File: src/rtl/approx_add_pipe.sv
// Two-stage pipelined approximate adder: the low p bits are OR-ed, and the
// upper bits are added exactly with a carry guessed from bit p-1.
// Ports: clk/rst_n; in_valid/in_ready with a, b and level (p, clamped to MAXP);
// out_valid/out_ready with y (approx sum) and err (|exact - y|);
// clear_stats zeroes err_cnt (saturating count of beats with err != 0)
// and max_err (largest err delivered).
module approx_add_pipe #(
   parameter int WIDTH = 8,
   parameter int MAXP  = 4,
   parameter int LW    = 3
) (
   input  logic             clk,
   input  logic             rst_n,
   input  logic             in_valid,
   output logic             in_ready,
   input  logic [WIDTH-1:0] a,
   input  logic [WIDTH-1:0] b,
   input  logic [LW-1:0]    level,
   output logic             out_valid,
   input  logic             out_ready,
   output logic [WIDTH:0]   y,
   output logic [WIDTH:0]   err,
   input  logic             clear_stats,
   output logic [15:0]      err_cnt,
   output logic [WIDTH:0]   max_err
);

   localparam int W1 = WIDTH + 1;
   localparam logic [LW-1:0] PMAX = LW'(MAXP);

   logic             s1_valid_q;
   logic [WIDTH-1:0] a_q;
   logic [WIDTH-1:0] b_q;
   logic [LW-1:0]    p_q;
   logic [LW-1:0]    p_d;
   logic             out_valid_q;
   logic [W1-1:0]    y_q;
   logic [W1-1:0]    y_d;
   logic [W1-1:0]    err_q;
   logic [W1-1:0]    err_d;
   logic [15:0]      cnt_q;
   logic [15:0]      cnt_d;
   logic [W1-1:0]    max_q;
   logic [W1-1:0]    max_d;

   logic s2_adv;
   logic s1_adv;
   logic accept;
   logic out_fire;

   assign s2_adv   = !out_valid_q || out_ready;
   assign s1_adv   = s2_adv || !s1_valid_q;
   // Held low during reset so nothing is accepted before release.
   assign in_ready = rst_n && s1_adv;
   assign accept   = in_valid && in_ready;
   assign out_fire = out_valid_q && out_ready;

   assign p_d = (level > PMAX) ? PMAX : level;

   logic [W1-1:0] ax;
   logic [W1-1:0] bx;
   logic [W1-1:0] mask;
   logic [W1-1:0] cin;
   logic [W1-1:0] lo;
   logic [W1-1:0] hi;
   logic [W1-1:0] exact;

   always_comb begin
      ax    = {1'b0, a_q};
      bx    = {1'b0, b_q};
      mask  = (W1'(1) << p_q) - W1'(1);
      // Bit p-1 of a&b moved up to bit p; p=0 yields no carry.
      cin   = ((ax & bx) << 1) & (W1'(1) << p_q);
      lo    = (ax | bx) & mask;
      hi    = (ax & ~mask) + (bx & ~mask) + cin;
      y_d   = hi | lo;
      exact = ax + bx;
      err_d = (exact >= y_d) ? exact - y_d : y_d - exact;
   end

   always_comb begin
      cnt_d = cnt_q;
      max_d = max_q;
      if (clear_stats) begin
         cnt_d = '0;
         max_d = '0;
      end else if (out_fire) begin
         if (err_q != '0 && cnt_q != 16'hFFFF)
            cnt_d = cnt_q + 16'd1;
         if (err_q > max_q)
            max_d = err_q;
      end
   end

   always_ff @(posedge clk or negedge rst_n) begin
      if (!rst_n) begin
         s1_valid_q <= 1'b0;
         a_q        <= '0;
         b_q        <= '0;
         p_q        <= '0;
      end else if (s1_adv) begin
         s1_valid_q <= accept;
         if (accept) begin
            a_q <= a;
            b_q <= b;
            p_q <= p_d;
         end
      end
   end

   always_ff @(posedge clk or negedge rst_n) begin
      if (!rst_n) begin
         out_valid_q <= 1'b0;
         y_q         <= '0;
         err_q       <= '0;
      end else if (s2_adv) begin
         out_valid_q <= s1_valid_q;
         if (s1_valid_q) begin
            y_q   <= y_d;
            err_q <= err_d;
         end
      end
   end

   always_ff @(posedge clk or negedge rst_n) begin
      if (!rst_n) begin
         cnt_q <= '0;
         max_q <= '0;
      end else begin
         cnt_q <= cnt_d;
         max_q <= max_d;
      end
   end

   assign out_valid = out_valid_q;
   assign y         = y_q;
   assign err       = err_q;
   assign err_cnt   = cnt_q;
   assign max_err   = max_q;

endmodule

File: config.mk
export PLATFORM = sky130hd
export DESIGN_NAME = approx_add_pipe
export DESIGN_NICKNAME = d
export VERILOG_FILES = /design/src/rtl/approx_add_pipe.sv
export SDC_FILE = /design/constraint.sdc
export NUM_CORES = 1
export LEC_CHECK = 0
export ABC_CLOCK_PERIOD_IN_PS = 5900
export CORE_ASPECT_RATIO = 0.6
export CORE_UTILIZATION = 41
export CTS_CLUSTER_SIZE = 30
export DETAILED_ROUTE_END_ITERATION = 10
export PLACE_DENSITY = 0.66
export SYNTH_ARGS = -nofsm -noshare
export SYNTH_HDL_FRONTEND = slang
export SYNTH_SLANG_ARGS = --single-unit
export TNS_END_PERCENT = 20
File: constraint.sdc
create_clock -name clk -period 5.9 [get_ports clk]
set_clock_uncertainty 0.1 [all_clocks]
set_input_delay 1.18 -clock clk [delete_from_list [all_inputs] [get_ports clk]]
set_output_delay 1.18 -clock clk [all_outputs]
set_load 0.005 [all_outputs]
==> results of run 1 <==
## logic make-up (layout without fill, tap and decap cells)
| group | Yosys count | in the layout |
|---|---|---|
| simple gates | 198 | 198 |
| compound gates | 102 | 102 |
| buf+inv | 82 | 145 |
| flops | 64 | 64 |
| fa+ha+maj | 62 | 62 |
| mux | 28 | 28 |
| xor+xnor | 24 | 24 |
## sequential cells by signal, indices dropped and copies added (netlist names)
register    cells
a_q             8
y               9
p_q             3
err_cnt        16
max_err         9
err             9
s1_valid_q      1
out_valid       1
b_q             8
## worst max path at each step
stage / startpoint / end / slack [ns]
finish: p_q[1] / err[8] / 0.48
detailed placement: p_q[1] / err[8] / 0.57
CTS: p_q[1] / err[8] / 0.59
global route: p_q[1] / err[8] / 0.18
floorplan: p_q[1] / err[8] / 1.19
global placement: p_q[1] / err[8] / 0.88
## stage by stage
step	instance area [um2]	util, %	worst slack [ns]	power (W)	instances
finish	6072	52.69	0.4831	0.002884	783
global route	6072	52.69	0.1843	0.003145	783
CTS	6072	52.69	0.5852	0.002882	783
detailed placement	5744	49.85	0.5732	0.002271	767
global placement	5744	49.85	0.8816	0.002251	767
floorplan	4947	-	1.187	0.001781	560
## placed cells by master, fill, tap and decap left out, types with 4 or more instances in the layout
cell type and count:
sky130_fd_sc_hd__a21o_1 14, sky130_fd_sc_hd__a21oi_1 21, sky130_fd_sc_hd__and2_1 5, sky130_fd_sc_hd__and3_1 4, sky130_fd_sc_hd__and4_1 5, sky130_fd_sc_hd__clkbuf_16 9, sky130_fd_sc_hd__clkdlybuf4s50_1 67, sky130_fd_sc_hd__dfrtp_1 64
sky130_fd_sc_hd__fa_1 11, sky130_fd_sc_hd__ha_1 51, sky130_fd_sc_hd__inv_1 60, sky130_fd_sc_hd__mux2_2 17, sky130_fd_sc_hd__mux2i_1 11, sky130_fd_sc_hd__nand2_1 49, sky130_fd_sc_hd__nand2b_1 27, sky130_fd_sc_hd__nand3_1 21
sky130_fd_sc_hd__nand3b_1 4, sky130_fd_sc_hd__nand4_1 9, sky130_fd_sc_hd__nor2_1 40, sky130_fd_sc_hd__nor2b_1 9, sky130_fd_sc_hd__nor3_1 8, sky130_fd_sc_hd__o211ai_1 4, sky130_fd_sc_hd__o21a_1 10, sky130_fd_sc_hd__o21ai_0 34
sky130_fd_sc_hd__or3_1 4, sky130_fd_sc_hd__xnor2_1 9, sky130_fd_sc_hd__xor2_1 15
## cell type report
| cell class | count | area, um2 | share of cell area [%] |
|---|---|---|---|
| clock buffer | 9 | 225.2 | 3.709 |
| clock inverter | 7 | 102.6 | 1.690 |
| inverter | 60 | 225.2 | 3.709 |
| multi-input combinational | 414 | 3034 | 49.97 |
| sequential | 64 | 1602 | 26.38 |
| tap | 160 | 200.2 | 3.297 |
| timing repair buffer | 69 | 683.2 | 11.25 |
## per-layer routing
| layer | vias to the layer above | GRT usage, % | wire length, um |
|---|---|---|---|
| met5 | - | 0 | 0 |
| met4 | 0 | 4.739 | 94 |
| met3 | 10 | 4.013 | 681 |
| met2 | 134 | 28.64 | 4735 |
| met1 | 1958 | 31.85 | 6272 |
| li1 | 2020 | - | - |
## power by group through the flow
stage                     clock [W]  combinational, W  sequential [W]
after floorplan                   0           0.00116        0.000618
after global placement            0           0.00161        0.000642
after detailed placement          0           0.00163        0.000645
after CTS                  0.000603           0.00164        0.000638
after global routing       0.000620           0.00187        0.000655
final                      0.000591           0.00166        0.000637
## critical path: stages (launching register included)
cell                        delay (ns)
sky130_fd_sc_hd__dfrtp_1          0.53
sky130_fd_sc_hd__nor2b_1          0.22
sky130_fd_sc_hd__nand3b_1         0.12
sky130_fd_sc_hd__fa_1             0.61
sky130_fd_sc_hd__inv_1            0.06
sky130_fd_sc_hd__ha_1             0.28
sky130_fd_sc_hd__a21o_1           0.18
sky130_fd_sc_hd__a21oi_1          0.25
sky130_fd_sc_hd__o21ai_0          0.23
sky130_fd_sc_hd__a2111oi_0        0.68
sky130_fd_sc_hd__nor3_1           0.15
sky130_fd_sc_hd__or2_2            0.33
sky130_fd_sc_hd__ha_1             0.34
sky130_fd_sc_hd__o21a_1           0.15
sky130_fd_sc_hd__a21oi_2          0.36
sky130_fd_sc_hd__a211oi_1         0.17
sky130_fd_sc_hd__or4_1            0.51
sky130_fd_sc_hd__nand3_1          0.10
==> load_flow_metrics.sql, run 1 <==
INSERT INTO impl_metrics (metric_group, metric, value, unit) VALUES
('status', 'outcome', 'finished, final reports clean', ''),
('cts', 'postCtsHoldBufs', '0', ''),
('timing', 'finalSetupTns', '0', 'ns'),
('die', 'design.core.area', '11520', 'um2'),
('global_routing', 'grt_first_pass_wirelength', '19900', 'um'),
('cts', 'cts_tree', 'built', ''),
('cts', 'clkLatencyLatePin', '0.34', 'ns'),
('power_and_ir_drop', 'sw_frac_of_total', '43.19', '%'),
('cells_and_area', 'area_growth', '22.74', '%'),
('cells_and_area', 'antenna-diode-count', '0', ''),
('die', 'die_height', '87.09', 'um'),
('cts', 'post-cts-setup-buffer-count', '0', ''),
('logic_synthesis', 'synth_common_cells', '64 x sky130_fd_sc_hd__dfrtp_1, 60 x sky130_fd_sc_hd__inv_1, 51 x sky130_fd_sc_hd__ha_1', ''),
('timing', 'timing.final.setup_violations', '0', ''),
('worst_setup_path', 'timing.critical_path.fanout_max', '10', ''),
('global_routing', 'via_count_of_the_first_global_routing_pass', '3985', ''),
('routing', 'num_vias', '4122', ''),
('logic_synthesis', 'synth_unique_cells', '49', ''),
('die', 'starting_density_of_the_core', '42.93', '%'),
('power_and_ir_drop', 'power_switching', '0.001246', 'W'),
('die', 'boundaryPins', '69', ''),
('logic_synthesis', 'syn_area_per_cell', '8.834', 'um2'),
('logic_synthesis', 'synth-compound-area-share', '13.02', '%'),
('timing', 'worstMarginPinSlew', '1.176', 'ns'),
('routing', 'detail_route.iter0.violations', '209', ''),
('timing', 'fin_crit_sh', '91.81', '%'),
('routing', 'drt-total-wl', '11780', 'um'),
('timing', 'hold_violations', '0', ''),
('routing', 'drt_drc_violations_left', '0', ''),
('worst_setup_path', 'criticalPathCategory', 'flop to flop', ''),
('cells_and_area', 'layout.nets', '704', ''),
('power_and_ir_drop', 'irDropWorstVdd', '236.9', 'uV'),
('timing', 'max_clock_freq', '184.6', 'MHz'),
('logic_synthesis', 'synth_top_cell_area_share', '32.37', '%'),
('routing', 'post_drt_wl_per_cell', '15.05', 'um'),
('logic_synthesis', 'ys_top_cells_by_area', 'sky130_fd_sc_hd__dfrtp_1 32%, sky130_fd_sc_hd__ha_1 13%, sky130_fd_sc_hd__inv_1 4.6%, sky130_fd_sc_hd__fa_1 4.5%, sky130_fd_sc_hd__mux2_2 3.9%', ''),
('cells_and_area', 'drive_gt1_share', '6.742', '%'),
('cts', 'cts.reportedPaths.clkPinSlew', '0.06', 'ns'),
('min_path', 'hold-path-endpoint', 'y[4]', ''),
('min_path', 'holdPathStages', '2', ''),
('logic_synthesis', 'synth.net_count', '646', ''),
('power_and_ir_drop', 'pwr-share-comb', '57.4', '%'),
('cts', 'max-clock-path-buffers', '2', ''),
('worst_setup_path', 'worst_r2r_startpoint', 'p_q[1]', ''),
('timing', 'final-max-slew-violation-count', '0', ''),
('timing', 'grt_setup_unrepaired', 'no', ''),
('global_routing', 'grt_antenna_before_repair', '0', ''),
('power_and_ir_drop', 'clock_power_share', '20.5', '%'),
('placement', 'replace_congestion', '0.8876', ''),
('logic_synthesis', 'seq_area_frac_synth', '32.37', '%'),
('routing', 'routed_via_density', '5.264', ''),
('worst_setup_path', 'r2r_end', 'err[8]', ''),
('cts', 'quantity_of_gates_resized_following_cts', '0', ''),
('logic_synthesis', 'post_synth_xor_area_fraction', '4.249', '%'),
('timing', 'finalCriticalPeriod', '5.417', 'ns'),
('worst_setup_path', 'ff2ff_path_depth', '17', ''),
('logic_synthesis', 'yosysTopAreaCell', 'sky130_fd_sc_hd__dfrtp_1', ''),
('logic_synthesis', 'synth_simple_gate_area_share', '20.61', '%'),
('timing', 'worst_case_headroom_to_the_max_slew_limit', '21.62', '%'),
('logic_synthesis', 'netlist_instances', '560', ''),
('die', 'std_cell_rows', '30', ''),
('cells_and_area', 'fillCellCount', '1076', ''),
('global_routing', 'grt_util_all_layers', '20.49', '%'),
('worst_setup_path', 'timing.critical_path.required', '6.07', 'ns'),
('logic_synthesis', 'largest_family_of_logic_cells_by_synthesized_area', 'simple AND/OR/NAND/NOR gates', ''),
('global_routing', 'maximum_number_of_pins_on_one_net_before_global_route_repair', '37', ''),
('worst_setup_path', 'setup.worst_path.end_class', 'flop', ''),
('logic_synthesis', 'netlist_area', '4947', 'um2'),
('min_path', 'hold_start', 'y[4]', ''),
('flow_run', 'max-cap-violations', '0', ''),
('routing', 'drt_pre_antenna_iters', '6', '');
Power figures use the tool's default switching activity.
==> inputs of run 2 (changes only) <==
--- a/config.mk
+++ b/config.mk
@@ -6,7 +6,7 @@
 export NUM_CORES = 1
 export LEC_CHECK = 0
 export ABC_CLOCK_PERIOD_IN_PS = 5900
-export CORE_ASPECT_RATIO = 0.6
+export CORE_ASPECT_RATIO = 1.4
 export CORE_UTILIZATION = 41
 export CTS_CLUSTER_SIZE = 30
 export DETAILED_ROUTE_END_ITERATION = 10
==> load_flow_metrics.sql, run 2 (synthesis results as in run 1) <==
INSERT INTO impl_metrics (metric_group, metric, value, unit) VALUES
('power_and_ir_drop', 'p_leak', '2.778', 'nW'),
('cells_and_area', 'fillCellCount', '1121', ''),
('die', 'boundaryPins', '69', ''),
('timing', 'timing.final.setup_violations', '0', ''),
('cts', 'root_buffer', 'sky130_fd_sc_hd__clkbuf_16', ''),
('global_routing', 'grt_antenna_before_repair', '0', ''),
('routing', 'routed_via_density', '5.268', ''),
('routing', 'ant_nets', '0', ''),
('cts', 'post-cts-setup-buffer-count', '0', ''),
('cells_and_area', 'largest_register_ffs', '16', ''),
('timing', 'worstMarginPinSlew', '1.141', 'ns'),
('timing', 'worst_path_setup_slack_after_routing', '0.7290', 'ns'),
('routing', 'post_drt_wl_per_cell', '14.54', 'um'),
('routing', 'drt-total-wl', '11200', 'um'),
('cells_and_area', 'layout.nets', '704', ''),
('routing', 'num_vias', '4056', ''),
('timing', 'hold_ws', '0.3830', 'ns'),
('worst_setup_path', 'setup.worst_path.end_class', 'flop', ''),
('worst_setup_path', 'critical_path.startpoint_type', 'flop', ''),
('cts', 'cts.reportedPaths.clkPinSlew', '0.06', 'ns'),
('global_routing', 'maximum_number_of_pins_on_one_net_before_global_route_repair', '36', ''),
('flow_run', 'max-cap-violations', '0', ''),
('placement', 'place_ws', '0.7886', 'ns'),
('die', 'die_height', '132.0', 'um'),
('timing', 'max_clock_freq', '193.4', 'MHz'),
('timing', 'finalCriticalPeriod', '5.171', 'ns'),
('cts', 'clkLatencyLatePin', '0.33', 'ns'),
('global_routing', 'via_count_of_the_first_global_routing_pass', '4174', ''),
('worst_setup_path', 'cp_cell_sequence', 'a21oi_1 -> nand2_1 -> fa_1 -> inv_1 -> ha_1 -> a21o_1 -> a21oi_1 -> o21ai_0 -> a2111oi_0 -> nor3_1 -> or2_2 -> ha_1 -> o21a_1 -> a21oi_2 -> a211oi_1 -> or4_1 -> nand3_1', ''),
('cells_and_area', 'final_common_cell', 'sky130_fd_sc_hd__clkdlybuf4s50_1', ''),
('placement', 'io_buffer_count', '68', ''),
('global_routing', 'globalRoute.totalOverflow', '0', ''),
('worst_setup_path', 'timing.critical_path.required', '6.07', 'ns'),
('cells_and_area', 'utilization', '51.32', '%'),
('worst_setup_path', 'timing.critical_path.fanout_max', '11', ''),
('cts', 'tritoncts.num_buffers', '9', ''),
('status', 'outcome', 'finished, final reports clean', ''),
('worst_setup_path', 'cp_data_arrival_time', '5.34', 'ns'),
('cells_and_area', 'final_cell_mix', '67 x sky130_fd_sc_hd__clkdlybuf4s50_1, 64 x sky130_fd_sc_hd__dfrtp_1, 60 x sky130_fd_sc_hd__inv_1', ''),
('timing', 'hold_violations', '0', ''),
('worst_setup_path', 'criticalPathCategory', 'flop to flop', ''),
('global_routing', 'grt_util_all_layers', '19.47', '%'),
('timing', 'worst_case_headroom_to_the_max_slew_limit', '23.95', '%'),
('timing', 'finalSetupTns', '0', 'ns'),
('die', 'design.core.area', '11760', 'um2'),
('cts', 'postCtsHoldBufs', '0', ''),
('die', 'starting_density_of_the_core', '42.06', '%'),
('power_and_ir_drop', 'total_power', '0.002811', 'W'),
('min_path', 'hold_path_class', 'flop to flop', ''),
('timing', 'final-max-slew-violation-count', '0', ''),
('worst_setup_path', 'crit_slowest_cell', 'sky130_fd_sc_hd__a2111oi_0', ''),
('routing', 'drt_drc_violations_left', '0', ''),
('worst_setup_path', 'path_buf_inv', '1', ''),
('cells_and_area', 'antenna-diode-count', '0', ''),
('cts', 'max-clock-path-buffers', '2', ''),
('placement', 'replace_congestion', '0.8750', ''),
('routing', 'detail_route.iter0.violations', '165', ''),
('worst_setup_path', 'critical-path-top-delay-family', 'compound AO/OA/AOI/OAI gates', ''),
('timing', 'fin_crit_sh', '87.64', '%'),
('worst_setup_path', 'max_stage_delay', '0.59', 'ns'),
('die', 'die_area', '12520', 'um2'),
('cts', 'quantity_of_gates_resized_following_cts', '0', ''),
('cells_and_area', 'area_growth', '22.00', '%'),
('power_and_ir_drop', 'power.density_cell_area', '465.7', 'nW/um2'),
('timing', 'grt_setup_unrepaired', 'no', ''),
('placement', 'place.detailed.hpwl', '8885', 'um'),
('global_routing', 'grt_first_pass_wirelength', '19270', 'um'),
('cts', 'htreeDepth', '3', ''),
('cells_and_area', 'drive_gt1_share', '6.742', '%'),
('die', 'std_cell_rows', '47', ''),
('routing', 'drt_pre_antenna_iters', '5', ''),
('cts', 'cts_tree', 'built', ''),
('power_and_ir_drop', 'irDropWorstVdd', '262.4', 'uV'),
('die', 'die_w', '94.84', 'um'),
('cts', 'cts_sinks', '64', '');
==> run 2: cell count changes in the layout (fill, tap and decap cells not counted) <==
cell	delta
sky130_fd_sc_hd__inv_6	-2
sky130_fd_sc_hd__bufinv_16	-1
sky130_fd_sc_hd__clkbuf_8	+1
sky130_fd_sc_hd__clkinv_4	+1
sky130_fd_sc_hd__clkinv_2	+1
==> run 2: worst reg2reg max path: stages, from the launching register on <==
cell                        delay (ns)
sky130_fd_sc_hd__dfrtp_1          0.48
sky130_fd_sc_hd__a21oi_1          0.29
sky130_fd_sc_hd__nand2_1          0.12
sky130_fd_sc_hd__fa_1             0.57
sky130_fd_sc_hd__inv_1            0.06
sky130_fd_sc_hd__ha_1             0.29
sky130_fd_sc_hd__a21o_1           0.18
sky130_fd_sc_hd__a21oi_1          0.22
sky130_fd_sc_hd__o21ai_0          0.21
sky130_fd_sc_hd__a2111oi_0        0.59
sky130_fd_sc_hd__nor3_1           0.12
sky130_fd_sc_hd__or2_2            0.32
sky130_fd_sc_hd__ha_1             0.34
sky130_fd_sc_hd__o21a_1           0.15
sky130_fd_sc_hd__a21oi_2          0.34
sky130_fd_sc_hd__a211oi_1         0.15
sky130_fd_sc_hd__or4_1            0.49
sky130_fd_sc_hd__nand3_1          0.09
==> run 2: final timing paths <==
| check | cells after the start | startpoint | slack (ns) | end |
|---|---|---|---|---|
| setup / recovery | 17 | p_q[0] | 0.73 | err[8] |
| hold / removal | 2 | y[1] | 0.38 | y[1] |
| setup reg to reg | 17 | p_q[0] | 0.73 | err[8] |
| hold reg to reg | 2 | y[1] | 0.38 | y[1] |
| max in group asynchronous | 2 | rst_n | 3.94 | max_err[2] |
| min in group asynchronous | 1 | rst_n | 0.79 | err_cnt[13] |
==> run 2: routing by layer <==
layer | GRT usage, % | share of wire, %
met5 | 0 | 0
met4 | 10.10 | 4.2
met3 | 3.287 | 3.1
met2 | 34.41 | 51
met1 | 21.87 | 41
==> run 2: final cells by class <==
cell class	instances	area, um2	area share (%)
Timing Repair Buffer	69	683.2	11.32
Inverter	60	225.2	3.731
Clock buffer	10	239.0	3.959
Multi-Input combinational cell	414	3034	50.27
Sequential cell	64	1602	26.53
Tap cell	147	183.9	3.047
Clock inverter	6	68.82	1.140
==> run 2: through the flow <==
step                      cell area [um2]  std cells
after floorplan                      4947        560
after global placement               5728        754
after detailed placement             5728        754
after CTS                            6036        770
after global routing                 6036        770
final                                6036        770
==> run 2: where the power goes <==
| group | switching [W] | internal, W | total, W |
|---|---|---|---|
| Clock | 0.000204 | 0.000340 | 0.000544 |
| Sequential | 0.000108 | 0.000533 | 0.000641 |
| Combinational | 0.000897 | 0.000729 | 0.00163 |
| Total | 0.00121 | 0.00160 | 0.00281 |
==> inputs of run 3 (changes only) <==
--- a/config.mk
+++ b/config.mk
@@ -7,10 +7,10 @@
 export LEC_CHECK = 0
 export ABC_CLOCK_PERIOD_IN_PS = 5900
 export CORE_ASPECT_RATIO = 1.4
-export CORE_UTILIZATION = 41
+export CORE_UTILIZATION = 55
 export CTS_CLUSTER_SIZE = 30
 export DETAILED_ROUTE_END_ITERATION = 10
-export PLACE_DENSITY = 0.66
+export PLACE_DENSITY = 0.83
 export SYNTH_ARGS = -nofsm -noshare
 export SYNTH_HDL_FRONTEND = slang
 export SYNTH_SLANG_ARGS = --single-unit
==> load_flow_metrics.sql, run 3 (synthesis results as in run 1) <==
INSERT INTO impl_metrics (metric_group, metric, value, unit) VALUES
('routing', 'post_drt_wl_per_cell', '15.55', 'um'),
('die', 'std_cell_rows', '40', ''),
('routing', 'drt-total-wl', '11340', 'um'),
('timing', 'final-max-slew-violation-count', '0', ''),
('die', 'boundaryPins', '69', ''),
('placement', 'io_buffer_count', '68', ''),
('worst_setup_path', 'setup.worst_path.start', 'p_q[1]', ''),
('worst_setup_path', 'cp_data_arrival_time', '5.46', 'ns'),
('cts', 'root_buffer', 'sky130_fd_sc_hd__clkbuf_16', ''),
('worst_setup_path', 'setup.worst_path.end_class', 'flop', ''),
('worst_setup_path', 'timing.critical_path.fanout_max', '10', ''),
('cts', 'post-cts-setup-buffer-count', '0', ''),
('status', 'outcome', 'finished, final reports clean', ''),
('cells_and_area', 'largest_register_ffs', '16', ''),
('global_routing', 'grt_first_pass_wirelength', '18820', 'um'),
('die', 'design.core.area', '8658', 'um2'),
('routing', 'detail_route.iter0.violations', '189', ''),
('cts', 'cts.reportedPaths.clkPinSlew', '0.05', 'ns'),
('routing', 'drt_pre_antenna_iters', '4', ''),
('cells_and_area', 'area_growth', '20.86', '%'),
('min_path', 'hold_start', 'y[2]', ''),
('timing', 'worstMarginPinSlew', '1.175', 'ns'),
('global_routing', 'via_count_of_the_first_global_routing_pass', '4220', ''),
('routing', 'ant_nets', '0', ''),
('placement', 'place.detailed.hpwl', '8804', 'um'),
('global_routing', 'globalRoute.totalOverflow', '0', ''),
('cts', 'cts_sinks', '64', ''),
('worst_setup_path', 'cp_cell_sequence', 'nor2b_1 -> nand3b_1 -> fa_1 -> inv_1 -> ha_1 -> a21o_1 -> a21oi_1 -> o21ai_0 -> a2111oi_0 -> nor3_1 -> or2_2 -> ha_1 -> o21a_1 -> a21oi_2 -> a211oi_1 -> or4_1 -> nand3_1', ''),
('worst_setup_path', 'cell_repeated_most_along_the_worst_path', 'sky130_fd_sc_hd__ha_1', ''),
('cells_and_area', 'final_common_cell', 'sky130_fd_sc_hd__clkdlybuf4s50_1', ''),
('timing', 'worst_case_headroom_to_the_max_slew_limit', '21.66', '%'),
('timing', 'timing.final.setup_violations', '0', ''),
('cells_and_area', 'layout.nets', '705', ''),
('worst_setup_path', 'worst_r2r_startpoint', 'p_q[1]', ''),
('die', 'die_w', '82.16', 'um'),
('die', 'die_area', '9384', 'um2'),
('global_routing', 'maximum_number_of_pins_on_one_net_before_global_route_repair', '37', ''),
('worst_setup_path', 'critical-path-top-delay-family', 'compound AO/OA/AOI/OAI gates', ''),
('worst_setup_path', 'max_stage_delay', '0.62', 'ns'),
('worst_setup_path', 'critical_path.startpoint_type', 'flop', ''),
('worst_setup_path', 'reg2reg_slack', '0.61', 'ns'),
('cts', 'postCtsHoldBufs', '0', ''),
('placement', 'replace_congestion', '0.9362', ''),
('power_and_ir_drop', 'power.density_cell_area', '471.8', 'nW/um2'),
('timing', 'hold_violations', '0', ''),
('timing', 'finalSetupTns', '0', 'ns'),
('cells_and_area', 'final_cell_mix', '67 x sky130_fd_sc_hd__clkdlybuf4s50_1, 64 x sky130_fd_sc_hd__dfrtp_1, 60 x sky130_fd_sc_hd__inv_1', ''),
('global_routing', 'grt_antenna_before_repair', '0', ''),
('die', 'starting_density_of_the_core', '57.14', '%'),
('power_and_ir_drop', 'p_leak', '2.771', 'nW'),
('flow_run', 'max-cap-violations', '0', ''),
('cells_and_area', 'drive_gt1_share', '6.891', '%'),
('cts', 'cts_tree', 'built', ''),
('routing', 'num_vias', '4187', ''),
('timing', 'fin_crit_sh', '89.66', '%'),
('worst_setup_path', 'crit_slowest_cell', 'sky130_fd_sc_hd__a2111oi_0', ''),
('cts', 'tritoncts.num_buffers', '9', ''),
('cells_and_area', 'post-route-cell-area', '5979', 'um2'),
('worst_setup_path', 'criticalPathCategory', 'flop to flop', ''),
('worst_setup_path', 'timing.critical_path.required', '6.07', 'ns'),
('die', 'die_height', '114.2', 'um'),
('global_routing', 'grt_util_all_layers', '26.52', '%'),
('timing', 'max_clock_freq', '189.0', 'MHz'),
('cts', 'quantity_of_gates_resized_following_cts', '0', ''),
('routing', 'routed_via_density', '5.743', ''),
('cts', 'clkLatencyLatePin', '0.34', 'ns'),
('placement', 'post_dp_cell_area', '5683', 'um2'),
('cells_and_area', 'antenna-diode-count', '0', ''),
('cts', 'max-clock-path-buffers', '2', ''),
('worst_setup_path', 'path_buf_inv', '1', ''),
('cts', 'htreeDepth', '3', ''),
('min_path', 'hold_path_class', 'flop to flop', ''),
('power_and_ir_drop', 'irDropWorstVdd', '294.6', 'uV'),
('timing', 'finalCriticalPeriod', '5.290', 'ns'),
('timing', 'grt_setup_unrepaired', 'no', ''),
('routing', 'drt_drc_violations_left', '0', '');
==> run 3: path summary, 6_finish.rpt <==
kind,endpoint,cells past startpoint
max in group asynchronous,max_err[6],2
worst max-delay path,err[8],17
worst min-delay path,y[2],2
worst min register to register,y[2],2
min in group asynchronous,err_cnt[8],1
worst max register to register,err[8],17
==> run 3: per-stage QoR <==
stage	worst slack (ns)	util, %	instances	total power, W	hold WS (ns)
final	0.6102	69.06	729	0.002821	0.3846
after global routing	0.3496	69.06	729	0.003046	0.3998
after CTS	0.7612	69.06	729	0.002821	0.3864
after detailed placement	0.7914	65.64	713	0.002281	0.3742
after global placement	0.9404	65.64	713	0.002232	0.3655
after floorplan	1.187	-	560	0.001781	0.3711
==> run 3: area by class of cell <==
cell class / instances / area, um2
inverters: 60 / 225.2
flip-flops and latches: 64 / 1602
well taps: 105 / 131.4
fillers: 678 / 2679
multi-input cells: 414 / 3034
clock buffers: 9 / 225.2
clock inverters: 7 / 71.32
repair buffers: 70 / 690.7
==> run 3: power by group <==
group	switching [W]	leakage, nW	internal, W
logic	0.000916	1.81	0.000733
registers	0.000110	0.819	0.000533
clock network	0.000204	0.138	0.000326
total	0.00123	2.77	0.00159
==> run 3: routing by layer <==
metal	track usage (%)	wire length, um
met4	12.28	336
met2	49.48	6126
met3	4.303	412
met5	0	0
met1	28.01	4463
==> run 3: worst min-delay path: cells and delay by family (launching register included) <==
family,cells,cell delay (ns)
AO/OA/AOI/OAI,1,0.06
flip-flops,1,0.34
AND/OR/NAND/NOR,1,0.05
==> patch 1 (settings of run 1) <==
`LW`: 3 -> 6.
--- a/src/rtl/approx_add_pipe.sv
+++ b/src/rtl/approx_add_pipe.sv
@@ -7,7 +7,7 @@
 module approx_add_pipe #(
    parameter int WIDTH = 8,
    parameter int MAXP  = 4,
-   parameter int LW    = 3
+   parameter int LW    = 6
 ) (
    input  logic             clk,
    input  logic             rst_n,
Ports: changed (resized level); port bits go from 69 to 72. The function was not compared with the original's and may differ.
==> patch 1 against run 1 <==
Area after synthesis rose by 8.7%; total power rose by 4.6%; worst hold slack improved by 0.0074 ns; die area rose by 8.5%; sequential power rose by 6.0%; non-clock buffer count rose by 8; critical path depth rose by 6; sequential cell count rose by 3; setup slack got worse by 0.18 ns; first-iteration DRC count rose by 68%; final area rose by 8.1%; global-route usage rose by 1.4 points; wire length rose by 18%; synthesized cell count rose by 13%; critical endpoint unchanged; largest power group unchanged.
==> patch 1: results (changes against run 1) <==
Endpoint of the worst setup timing path: err[8]$_DFFE_PN0P_. The final instance count without filler cells came out at 862 (+10%). The top fanout value on the critical path works out to 8 (-2).

The met3 usage is 4.65% (+0.63 points). The worst hold slack after final layout was 0.383 ns (+0.00738 ns); the final layout net count was 782 (+11%). The total routing usage reported by global routing is 21.9% (+1.4 points).

The tools report the register area share after synthesis as 31.2% (-1.2 points). The met2 routed wirelength came out at 5.60 mm (+18%). The first-iteration detailed-routing DRC count was 352 (+68%).

The run gives 0.902 (+1.7%) as the final weighted congestion in routability-driven placement. On the critical path, the stage with the largest delay is an instance of sky130_fd_sc_hd__fa_1. The leakage power summed over all cells came out at 2.96 nW (+6.3%).

The relative slew slack was 36.1% (+15 points); the worst vdd rail ir drop was 0.243 mV (+2.7%). The total wire length was 13.9 mm (+18%); the placement-stage cell area was 0.00621 mm^2 (+8.1%). The number of gates resized after cts was 1 (+1); the count of cells along the worst register-to-register path was 23 (+6).

The tools report the arrival time of data at the critical path endpoint as 5.76 ns (+0.17 ns). The run gives 0 (unchanged) as the initial antenna violation count. By count the netlist is led by 67 x sky130_fd_sc_hd__dfrtp_1, 66 x sky130_fd_sc_hd__nor2_1, 65 x sky130_fd_sc_hd__inv_1, 63 x sky130_fd_sc_hd__nand2_1, 52 x sky130_fd_sc_hd__ha_1. Register-to-register setup slack: 0.31 ns (-0.18 ns). The worst register-to-register path begins at p_q[4]$_DFFE_PN0P_.

The tools report the number of optimization iterations in the first detailed-route pass as 5 (-1). Ratio of cells with drive above 1 in the final layout: 7.89% (+1.1 points). The amount of wire on met3 after detailed routing came out at 711 um (+4.4%). The worst hold path depth was 2 (unchanged); the top cell type's share of synthesized area was 31.2% (-1.2 points). For the largest buffer count on any clock path, the log shows 2 (unchanged). The tools report the estimated wirelength of the detail-placed design as 10.6 mm (+18%). The pre-CTS setup slack was 0.00924 ns (-0.564 ns); the number of flip-flops under the largest register name was 16 (unchanged). The run gives 60 (+22%) as the number of distinct library cells after synthesis. By area the synthesized netlist is led by sky130_fd_sc_hd__dfrtp_1 31%, sky130_fd_sc_hd__ha_1 12%, sky130_fd_sc_hd__nor2_1 4.6%, sky130_fd_sc_hd__inv_1 4.5%, sky130_fd_sc_hd__nand2_1 4.4%.

Grouping stages by cell kind, the critical path spends the most delay in simple AND/OR/NAND/NOR gates. First-pass GRT wire length: 23.4 mm (+18%). The tools report the number of placed instances, taps included as 846 (+10%).

The number of enable flip-flop cells after synthesis is 0 (unchanged). The logs give 0 (unchanged) for the number of synthesis warnings and 68 (+84%) for the pin count of the biggest net entering global routing. Largest stage delay on the critical path: 0.51 ns (-0.17 ns). The run finished with clean final reports.

The mean post-synth cell area was 8.53 um^2 (-3.4%). The met2 track utilization from global routing is 29.6% (+0.95 points), and the via count is 4,632 (+12%). The routing usage on met1 is 34.8% (+2.9 points). The count of input and output buffers is 71 (+4.4%). The logs give 0.179 GHz (-3.1%) for the peak clock frequency supported by timing and 720 (+11%) for the net count of the mapped netlist. The met1 wire length came out at 7.49 mm (+19%).
## patch 1: power by group
part	internal, mW	leakage [nW]	switching (mW)
clock network	0.382	0.157	0.206
logic	0.773	1.95	0.983
registers	0.561	0.857	0.113
## patch 1: cells by family (layout without fill, tap and decap cells)
kind of cell / after synthesis / after routing / share of synthesized area (%)
AO/OA/AOI/OAI: 117 / 117 / 14.8
XOR/XNOR: 28 / 28 / 4.56
adder cells (fa/ha/maj): 63 / 63 / 16.2
buffers and inverters: 91 / 158 / 6.87
flip-flops: 67 / 67 / 31.2
multiplexers: 18 / 18 / 3.72
AND/OR/NAND/NOR: 246 / 246 / 22.7
## patch 1: cell type report
| cell class | count | area [um^2] |
|---|---|---|
| flip-flops and latches | 67 | 1680 |
| well taps | 165 | 206 |
| multi-input cells | 472 | 3360 |
| clock buffers | 12 | 246 |
| inverters | 65 | 244 |
| repair buffers | 77 | 751 |
| clock inverters | 4 | 73.8 |
| fillers | 1187 | 5850 |
==> patch 2 (config.mk and constraints of run 1) <==
Made on the original files. Reset style: synchronous (`rst_n`), changed in 3 clocked blocks.
--- a/src/rtl/approx_add_pipe.sv
+++ b/src/rtl/approx_add_pipe.sv
@@ -92,7 +92,7 @@
       end
    end
 
-   always_ff @(posedge clk or negedge rst_n) begin
+   always_ff @(posedge clk) begin
       if (!rst_n) begin
          s1_valid_q <= 1'b0;
          a_q        <= '0;
@@ -108,7 +108,7 @@
       end
    end
 
-   always_ff @(posedge clk or negedge rst_n) begin
+   always_ff @(posedge clk) begin
       if (!rst_n) begin
          out_valid_q <= 1'b0;
          y_q         <= '0;
@@ -122,7 +122,7 @@
       end
    end
 
-   always_ff @(posedge clk or negedge rst_n) begin
+   always_ff @(posedge clk) begin
       if (!rst_n) begin
          cnt_q <= '0;
          max_q <= '0;
Formal check against the unedited RTL: differs if rst_n is asserted again (counterexample within 4 cycles, from zero or initial values and one cycle with rst_n low); with rst_n held inactive, the same outputs for 4 cycles.
==> patch 2 against run 1 <==
Final area shrank 4.5%; area after synthesis down 2.8%; sequential cell count stayed put; setup slack better by 0.39 ns; wire length rose by 1.4%; highest routed layer unchanged.
Power is not compared: it rests on default switching activity, and its combinational part moved more than twofold at a synthesized area within 25%.
==> patch 2: results (changes against run 1) <==
The run gives 0.398 ns (+0.0228 ns) as the worst hold slack after final layout. Detailed-route vias per instance: 5.32 (+1.1%). The transition time at the pin with the least slew margin was 1.02 ns (-0.159 ns); the first-iteration detailed-routing DRC count was 278 (+33%). The met2 track utilization from global routing came out at 30.7% (+2.0 points). The run gives 36 (-2.7%) as the pin count of the biggest net entering global routing. The startpoint identified for the worst register-to-register timing path is p_q[2]$_SDFFE_PN0P_. For the register area share after synthesis, the log shows 26.7% (-5.7 points). The count of input and output buffers came out at 68 (unchanged). Sorting the synthesized cells by area gives the leading types as sky130_fd_sc_hd__dfxtp_1 27%, sky130_fd_sc_hd__ha_1 13%, sky130_fd_sc_hd__inv_1 5.1%, sky130_fd_sc_hd__fa_1 4.6%, sky130_fd_sc_hd__nor2_1 4.1%.

The tools report the amount of wire on met3 after detailed routing as 744 um (+9.3%). Met3 usage: 4.47% (+0.45 points). The final weighted congestion in routability-driven placement came out at 0.880 (-0.84%). The cell family contributing the most delay on the critical path is adder cells. The routed length per instance came out at 14.6 um (-3.2%).

Slowest stage cell on the critical path: sky130_fd_sc_hd__nor3_1. Met1 wire length: 6.36 mm (+1.3%). The run finished with clean final reports. The register-to-register setup slack is 0.87 ns (+0.39 ns), and the compound-cell area share of the yosys netlist is 19.8% (+6.8 points). The estimated wirelength of the detail-placed design was 9.11 mm (+1.9%). The arrival time of data at the critical path endpoint was 5.16 ns (-0.43 ns); the placement-stage cell area was 0.00552 mm^2 (-3.9%). Adder and majority gate portion of the synthesized area: 17.9% (+0.51 points). Counting instances in the post-synthesis netlist gives the leading cell types as 65 x sky130_fd_sc_hd__inv_1, 64 x sky130_fd_sc_hd__dfxtp_1, 53 x sky130_fd_sc_hd__nor2_1, 51 x sky130_fd_sc_hd__ha_1, 50 x sky130_fd_sc_hd__nand2_1. Most instantiated flip-flop cell in the synthesis netlist: sky130_fd_sc_hd__dfxtp_1.

The fraction of synthesized cell area in xor and xnor cells came out at 5.10% (+0.85 points). For the number of distinct library cells after synthesis, the log shows 62 (+27%). Beginning of the worst hold path: max_err[4]$_SDFFE_PP0P_. The pre-CTS setup slack was 1.02 ns (+0.446 ns). The fraction of synthesized area in multiplexers works out to 0.208% (-5.9 points). The via count of the first global-routing pass was 4,191 (+5.2%). The net count of the mapped netlist is 687 (+6.3%), and the final-layout fill cell count is 1,101 (+2.3%). The first-pass GRT wire length is 20.4 mm (+2.3%).

For hold timing, the worst endpoint is max_err[4]$_SDFFE_PP0P_. The tools report the number of placed instances, taps included as 804 (+4.8%). The run gives 5 (-1) as the number of optimization iterations in the first detailed-route pass.

The endpoint identified for the worst register-to-register timing path is err[7]$_SDFFE_PN0P_. Async set or reset register ratio after synthesis: 0% (-100 points). The final layout net count was 741 (+5.3%). The top fanout value on the critical path is 14 (+4), and the count of cells along the worst register-to-register path is 19 (+2). Routing usage on met1: 30.8% (-1.0 points).

The total routing usage reported by global routing came out at 21.1% (+0.63 points).
[patch 2: cell count changes in the layout (fill, tap and decap cells not counted), sizes merged, moves of 10 or more]
cell / run 1 / this run
mux2i: 11 / 1
nand2b: 27 / 9
nor2: 40 / 53
a21oi: 23 / 39
o31ai: 1 / 16
dfxtp: 0 / 64
dfrtp: 64 / 0
mux2: 17 / 0
[patch 2: cell type report]
| type | instances | area (um^2) | area share, % |
|---|---|---|---|
| Multi-Input combinational cell | 443 | 3080 | 53.1 |
| Sequential cell | 64 | 1280 | 22.1 |
| Timing Repair Buffer | 72 | 711 | 12.3 |
| Inverter | 65 | 244 | 4.21 |
| Clock buffer | 10 | 239 | 4.12 |
| Tap cell | 160 | 200 | 3.45 |
| Clock inverter | 6 | 43.8 | 0.755 |
[patch 2: report_power, final]
part           internal (mW)  switching (mW)
registers              0.455          0.0257
logic                  0.237           0.328
clock network          0.297           0.212
[patch 2: worst max path at each step]
stage / startpoint / endpoint / slack, ns / cells after the start
6_report: p_q[2]$_SDFFE_PN0P_ / err[7]$_SDFFE_PN0P_ / 0.87 / 19
5_1_grt: p_q[2]$_SDFFE_PN0P_ / err[4]$_SDFFE_PN0P_ / 0.41 / 19
4_1_cts: p_q[2]$_SDFFE_PN0P_ / err[2]$_SDFFE_PN0P_ / 0.95 / 19
3_5_place_dp: p_q[2]$_SDFFE_PN0P_ / err[2]$_SDFFE_PN0P_ / 1.02 / 19
3_3_place_gp: p_q[2]$_SDFFE_PN0P_ / err[2]$_SDFFE_PN0P_ / 1.12 / 19
2_1_floorplan: p_q[2]$_SDFFE_PN0P_ / err[2]$_SDFFE_PN0P_ / 1.38 / 17
[patch 2: worst reg2reg max path: stages, from the launching register on]
cell                       delay [ns]
sky130_fd_sc_hd__dfxtp_1         0.44
sky130_fd_sc_hd__nor2_1          0.29
sky130_fd_sc_hd__nand3_1         0.15
sky130_fd_sc_hd__fa_1            0.49
sky130_fd_sc_hd__inv_1           0.07
sky130_fd_sc_hd__ha_1            0.17
sky130_fd_sc_hd__inv_1           0.06
sky130_fd_sc_hd__fa_1            0.41
sky130_fd_sc_hd__nor2b_1         0.13
sky130_fd_sc_hd__o21ai_0         0.10
sky130_fd_sc_hd__a21boi_0        0.27
sky130_fd_sc_hd__o21ai_0         0.19
sky130_fd_sc_hd__nand2_1         0.15
sky130_fd_sc_hd__xnor2_1         0.08
sky130_fd_sc_hd__ha_1            0.41
sky130_fd_sc_hd__a21oi_1         0.36
sky130_fd_sc_hd__a21oi_1         0.16
sky130_fd_sc_hd__nor3_1          0.57
sky130_fd_sc_hd__a21oi_1         0.15
sky130_fd_sc_hd__o211a_1         0.16
